--- config.mk ---
export PLATFORM = sky130hd
export DESIGN_NAME = ndff_pipe
export DESIGN_NICKNAME = d
export VERILOG_FILES = /design/src/rtl/ndff_pipe.sv
export SDC_FILE = /design/constraint.sdc
export NUM_CORES = 1
export LEC_CHECK = 0
export BUFFER_PORTS_ARGS = -buffer_cell sky130_fd_sc_hd__buf_2
export CORE_AREA = 2 2 39 41
export CTS_BUF_LIST = sky130_fd_sc_hd__clkbuf_16
export CTS_CLUSTER_SIZE = 30
export DETAILED_ROUTE_END_ITERATION = 7
export DIE_AREA = 0 0 41 43
export PLACE_DENSITY = 0.46
export SLEW_MARGIN = 20
export SYNTH_ARGS = -nofsm -noshare
export SYNTH_HDL_FRONTEND = slang
export SYNTH_SLANG_ARGS = --single-unit
export TNS_END_PERCENT = 100
--- constraint.sdc ---
create_clock -name CLK -period 2 [get_ports CLK]
set_clock_uncertainty 0.05 [all_clocks]
set_input_delay 0.4 -clock CLK [delete_from_list [all_inputs] [get_ports CLK]]
set_output_delay 0.4 -clock CLK [all_outputs]
set_load 0.1 [all_outputs]
--- src/rtl/ndff_pipe.sv ---
// Elastic register pipeline: DEPTH valid/data stages with a valid/ready handshake on both sides,
// bubble collapse, synchronous flush and an incrementally maintained occupancy count.
module ndff_pipe #(
  parameter int              DW         = 1,
  parameter int              DEPTH      = 2,
  parameter logic [DW-1:0]   RST_VECTOR = {DW{1'b0}},
  parameter int              CW         = $clog2(DEPTH+1)
) (
  input  logic          CLK,
  input  logic          RST,
  input  logic          FLUSH,
  input  logic          I_VALID,
  output logic          I_READY,
  input  logic [DW-1:0] I_DATA,
  output logic          O_VALID,
  input  logic          O_READY,
  output logic [DW-1:0] O_DATA,
  output logic [CW-1:0] COUNT
);

  // Handshake: a transfer happens on a rising edge where VALID and READY are both 1.
  // I_READY may depend combinationally on O_READY and FLUSH; O_VALID/O_DATA come straight
  // from the last stage's registers and hold steady while stalled.

  logic [DEPTH-1:0] v;
  logic [DW-1:0]    d [DEPTH];
  logic [DEPTH-1:0] adv;
  logic [DEPTH-1:0] in_v;
  logic [DW-1:0]    in_d [DEPTH];
  logic             in_xfer;
  logic             out_xfer;

  // A stage advances unless it and every stage after it are full while O_READY is low;
  // this is the unrolled form of adv[i] = !v[i] | adv[i+1] with adv[DEPTH] = O_READY.
  always_comb begin : advance_chain
    logic tail_full;
    tail_full = 1'b1;
    adv       = '0;
    for (int i = DEPTH - 1; i >= 0; i--) begin
      tail_full = tail_full & v[i];
      adv[i]    = ~tail_full | O_READY;
    end
  end

  always_comb begin
    in_v[0] = I_VALID;
    in_d[0] = I_DATA;
    for (int i = 1; i < DEPTH; i++) begin
      in_v[i] = v[i-1];
      in_d[i] = d[i-1];
    end
  end

  assign I_READY  = adv[0] & ~FLUSH;
  assign O_VALID  = v[DEPTH-1];
  assign O_DATA   = d[DEPTH-1];
  assign in_xfer  = I_VALID & I_READY;
  assign out_xfer = O_VALID & O_READY;

  always_ff @(posedge CLK) begin
    if (RST) begin
      v     <= '0;
      COUNT <= '0;
      for (int i = 0; i < DEPTH; i++) d[i] <= RST_VECTOR;
    end else if (FLUSH) begin
      // Data registers keep their contents; only the valid bits are dropped.
      v     <= '0;
      COUNT <= '0;
    end else begin
      for (int i = 0; i < DEPTH; i++) begin
        if (adv[i]) begin
          v[i] <= in_v[i];
          if (in_v[i]) d[i] <= in_d[i];
        end
      end
      case ({in_xfer, out_xfer})
        2'b10:   COUNT <= COUNT + CW'(1);
        2'b01:   COUNT <= COUNT - CW'(1);
        default: COUNT <= COUNT;
      endcase
    end
  end

`ifdef NCPU_ENABLE_ASSERT
  always_ff @(posedge CLK) begin
    if (!RST) begin
      if (I_VALID && $isunknown(I_DATA))
        $fatal(1, "ndff_pipe: I_VALID asserted with unknown I_DATA");
      if (COUNT != CW'($countones(v)))
        $fatal(1, "ndff_pipe: COUNT %0d differs from valid popcount %0d", COUNT, $countones(v));
    end
  end
`endif

endmodule
==> metrics.txt, run 1 <==
Hold-fix buffers, CTS 0; synthesized instance count 29; status complete, no violations; fin util 0.346; CTS clock-pin slew for the worst setup and hold paths roughly 0.03 ns; # resized after CTS 0; Critical Path Sink Type flop; largest net degree at the start of global routing 6; Max Clock Freq ~590 MHz; Die X-Extent roughly 41 µm; final hold vios 0; Slew Limit Headroom 0.680; Ys Warns 0; Antenna Cells 0; # DRC 0; DR WL/cell around 11 µm; CP arrival about 1.8 ns; Initial Utilization 0.208; Cell Rows 14; # IOs 11; CTS tree done; vias in the first global route between 200 and 300; number of synthesized register bits 6; commonest cells after routing, fill and taps aside 9 x buf_2, 3 x dfxtp_1, 3 x and2_1, 3 x inv_1, 3 x clkbuf_16; RSZ-0062 raised after global routing no; Post-Synthesis Net Count 36; Crit Path Max Fanout 4; CTS H-tree lvls 1; nets@finish between 50 and 60; Worst Tran Pin Value 0.483 ns; initial antenna violation count 0; final setup fails 0; port buffer count 10; final instance area 479 µm²; register area share after synthesis 0.487; Worst EP required 2.11 ns; number of DRC markers in iteration 0 0; cell area after synthesis roughly 290 µm²; Synth cell types 20; commonest non-fill, non-tap cell in the layout buf_2; WS Path Type reg -> reg; DRT Wirelength roughly 660 µm; Final period util 0.842; R2R Setup Slk 0.32 ns; CTS buffer count 3; Setup Fix Bufs, Post-CTS 0; Reg area roughly 140 µm²; Core Footprint 1380 µm²; VDD IR-drop max around 0.0004 V; root buffer selected by CTS clkbuf_16; gpl congestion roughly 0.77; area of the multi-input gates 164 µm²; Max clock buf depth 2; hold_ws roughly 0.37 ns; Syn Area/Cell between 9 and 10 µm²; gr usage total 0.106; DRT antenna net count 0; Final Slew Violations 0; Die Y between 40 and 50 µm; CTS sink cnt 6; global-route wire length before repair between 1000 and 1500 µm; drt pass-1 iters 1; top cells by area, synth dfxtp_1 28%, edfxtp_1 21%, and2_1 6.5%; via/cell ratio roughly 4.4; Leak Pwr 0.211 nW; share of layout cells above drive strength 1 0.442; area delta synth->final 66.5%; total congestion overflow 0; min-delay worst type in -> reg; Final min period 1.68 ns; Placed Area approximately 400 µm²; Setup crit start kind flop; via count between 200 and 300; Fill cells between 100 and 150; top-area cell type share of the netlist area 0.278; clk_lat worst skew approximately 0.23 ns; pwr dens 1090 nW/µm²; die area 1760 µm²; Max Cap Viol 0; Yosys top cell by area dfxtp_1
worst max-delay path, cell delays in order (launching register included):
cell	delay [ns]
dfxtp_4	0.33
and3b_2	0.24
nor2_4	0.17
nand2_2	0.09
ha_4	0.23
or3_1	0.36
a21boi_1	0.13
state kept, by name, indices dropped and copies added (netlist names):
| register | flops |
|---|---|
| COUNT | 2 |
| d | 2 |
| v | 2 |
final timing paths:
| kind | startpoint | to | cells after the start |
|---|---|---|---|
| setup / recovery | v[1] | COUNT[1] | 6 |
| hold reg to reg | COUNT[1] | COUNT[1] | 2 |
| setup reg to reg | v[1] | COUNT[1] | 6 |
| hold / removal | RST | COUNT[0] | 2 |
per-layer routing:
metal,part of all wire,vias to the layer above,wire length (µm),global-route usage
li1,-,130,-,-
met1,0.36,120,242,0.0951
met2,0.54,8,361,0.141
met3,0.090,0,60,0.0838
met4,0,0,0,0.100
met5,0,-,0,0
power by group:
part           switching (mW)  internal, mW  total, mW
Sequential            0.00256         0.131      0.133
Combinational          0.0420        0.0192     0.0612
Clock                  0.0678         0.259      0.327
Total                   0.112         0.409      0.521
cell usage after synthesis:
master and n:
nor2_1 3, or3_1 1, inv_1 2, nand2b_1 1, o21a_1 1, ha_1 1, a21boi_0 1, and3b_1 1
nand2_1 1, nor4_1 1, a31o_2 1, dfxtp_1 4, edfxtp_1 2, nor3_1 1, xor2_1 1, xnor2_1 1
a21boi_1 1, and2_1 3, a21o_1 1, o21ai_0 1
stage by stage:
stage | setup slack (ns) | instances | total power [mW] | setup TNS (ns)
6_report | 0.316 | 59 | 0.521 | 0
5_1_grt | 0.247 | 59 | 0.546 | 0
4_1_cts | 0.304 | 59 | 0.531 | 0
3_5_place_dp | 0.159 | 55 | 0.196 | 0
3_3_place_gp | 0.211 | 55 | 0.195 | 0
2_1_floorplan | -0.236 | 29 | 0.177 | -0.257
cell type report:
cell class	instances	area share
Multi-Input combinational cell	21	0.342
Sequential cell	6	0.300
Clock buffer	3	0.157
Timing Repair Buffer	10	0.136
Tap cell	16	0.0418
Inverter	2	0.0157
Clock inverter	1	0.00783
cell families (layout without fill, tap and decap cells):
group                    after synthesis  in the layout  share of synthesized area
AO/OA/AOI/OAI                          6              6                      0.152
XOR/XNOR                               2              2                     0.0609
adder cells (fa/ha/maj)                1              1                     0.0435
buffers and inverters                  2             16                     0.0261
flip-flops                             6              6                      0.487
AND/OR/NAND/NOR                       12             12                      0.230
Note: power is estimated with default switching activity, not from simulation.
==> run 2, diff against run 1 <==
==> constraint.sdc (replaced) <==
create_clock -name CLK -period 1.7 [get_ports CLK]
set_clock_uncertainty 0.05 [all_clocks]
set_input_delay 0.34 -clock CLK [delete_from_list [all_inputs] [get_ports CLK]]
set_output_delay 0.34 -clock CLK [all_outputs]
set_load 0.1 [all_outputs]
==> metrics.txt, run 2 (synthesized netlist as in run 1, its figures left out) <==
Initial Utilization 0.208 (unchanged); switching share of power 0.215 (-0.000902); final setup fails 0 (unchanged); Final min period 1.61 ns (-0.0747 ns); Die X-Extent 41 µm (unchanged); Cell Rows 14 (unchanged); Max clock buf depth 2 (unchanged); CTS clock-pin slew for the worst setup and hold paths 0.04 ns (about the same); Hold-fix buffers, CTS 0 (unchanged); fin util 0.352 (+0.00542); gpl congestion 0.755 (-1.6%); pwr dens 1260 nW/µm² (+16%); Worst setup endpoint COUNT[1]; Final Slew Violations 0 (unchanged); min-delay worst type in -> reg; WS Path Type reg -> reg; initial antenna violation count 0 (unchanged); DRT Wirelength 618 µm (-6.9%); non-filler instance count after layout 60 (+1.7%); setup TNS 0 ns (unchanged); Worst Tran Pin Value 0.487 ns (+0.00355 ns); vias in the first global route 241 (-7.3%); CTS sink cnt 6 (unchanged); P_sw 0.132 mW (+17%); CP cell instances and3b_2 > nor2_4 > nand2_2 > ha_4 > or3_1 > a21boi_1; Bufs and invs on worst path 0 (unchanged); Crit Path Max Fanout 4 (unchanged); CTS buffer count 3 (unchanged); # resized after CTS 0 (unchanged); Worst EP required 1.80 ns (-0.31 ns); DRT antenna net count 0 (unchanged); die area 1760 µm² (unchanged); FF-to-FF Start v[1]; CTS tree done; DR WL/cell 10.3 µm (-8.5%); Max Cap Viol 0 (unchanged); VDD IR-drop max 0.000655 V (+59%); commonest cells after routing, fill and taps aside 9 x buf_2, 3 x dfxtp_1, 3 x and2_1, 3 x inv_1, 3 x clkbuf_16; Leak Pwr 0.216 nW (+2.3%); dpl cells 56 (+1.8%); Crit path depth 6 (unchanged); root buffer selected by CTS clkbuf_16; overall power 0.615 mW (+18%); status complete, no violations; Placed Area 408 µm² (+1.9%); Setup Fix Bufs, Post-CTS 0 (unchanged); share of layout cells above drive strength 1 0.455 (+0.0127); Setup crit start kind flop; Largest regs COUNT x2, d x2, v x2; CP max stage cell or3_1; Antenna Cells 0 (unchanged); number of DRC markers in iteration 0 2 (+2); Seq pwr share 0.255 (about the same); Final period util 0.946 (+0.105); Clk pwr share 0.626 (about the same); commonest non-fill, non-tap cell in the layout buf_2; R2R Path End COUNT[1]; crit path launch v[1]; gr usage total 0.0855 (-0.0205); CP peak stage delay 0.37 ns (about the same); Fill cells 147 (+3.5%); Reg area 144 µm² (unchanged); nets@finish 52 (+2.0%); final instance area 487 µm² (+1.6%); P_int 0.483 mW (+18%); R2R Setup Slk 0.09 ns (-0.23 ns); hold_ws 0.315 ns (-0.0523 ns); Core Footprint 1380 µm² (unchanged); drt pass-1 iters 2 (+1); top cell family by delay on the critical path simple AND/OR/NAND/NOR gates; port buffer count 10 (unchanged); # DRC 0 (unchanged); Critical Path Sink Type flop; via count 248 (-3.9%); Max Clock Freq 622 MHz (+4.6%); Die Y 43 µm (unchanged); clk_lat worst skew 0.23 ns (about the same); CTS H-tree lvls 1 (unchanged); final setup margin 0.0912 ns (-0.225 ns); Place WS 0.00331 ns (-0.156 ns); reg2reg path depth 6 (unchanged); largest net degree at the start of global routing 6 (unchanged); Slew Limit Headroom 0.678 (-0.00235); # IOs 11 (unchanged); CP arrival 1.71 ns (-0.08 ns); final hold vios 0 (unchanged); area delta synth->final 69.1%; Comb pwr share 0.119 (+0.002); RSZ-0062 raised after global routing no; global-route wire length before repair 938 µm (-13%); total congestion overflow 0 (unchanged); area of the multi-input gates 164 µm² (unchanged); via/cell ratio 4.13 (-5.5%); post-detail-place hpwl 497 µm
==> run 2: worst min-delay path by stage <==
stage	start	endpoint	slack, ns	cells after the start
6_report	RST	COUNT[0]	0.32	2
5_1_grt	RST	COUNT[0]	0.33	2
4_1_cts	RST	COUNT[0]	0.32	2
3_5_place_dp	v[0]	v[1]	0.42	2
3_3_place_gp	COUNT[1]	COUNT[1]	0.42	2
2_1_floorplan	RST	COUNT[0]	0.37	1
==> run 2: area by class of cell <==
class | count | area share
Clock inverter | 1 | 0.00771
Sequential cell | 6 | 0.296
Inverter | 2 | 0.0154
Clock buffer | 3 | 0.154
Timing Repair Buffer | 11 | 0.149
Tap cell | 16 | 0.0411
Multi-Input combinational cell | 21 | 0.337
==> run 2: metal layers <==
layer,GRT usage,routed length (µm)
met3,0.0471,40
met4,0.0600,0
met2,0.134,310
met5,0,0
met1,0.0777,267
==> run 2: power by group through the flow <==
stage               sequential (mW)  combinational [mW]  clock [mW]
finish                        0.157              0.0734       0.384
global route                  0.157              0.0776       0.407
CTS                           0.157              0.0739       0.391
detailed placement            0.159              0.0734           0
global placement              0.159              0.0727           0
floorplan                     0.180              0.0279           0
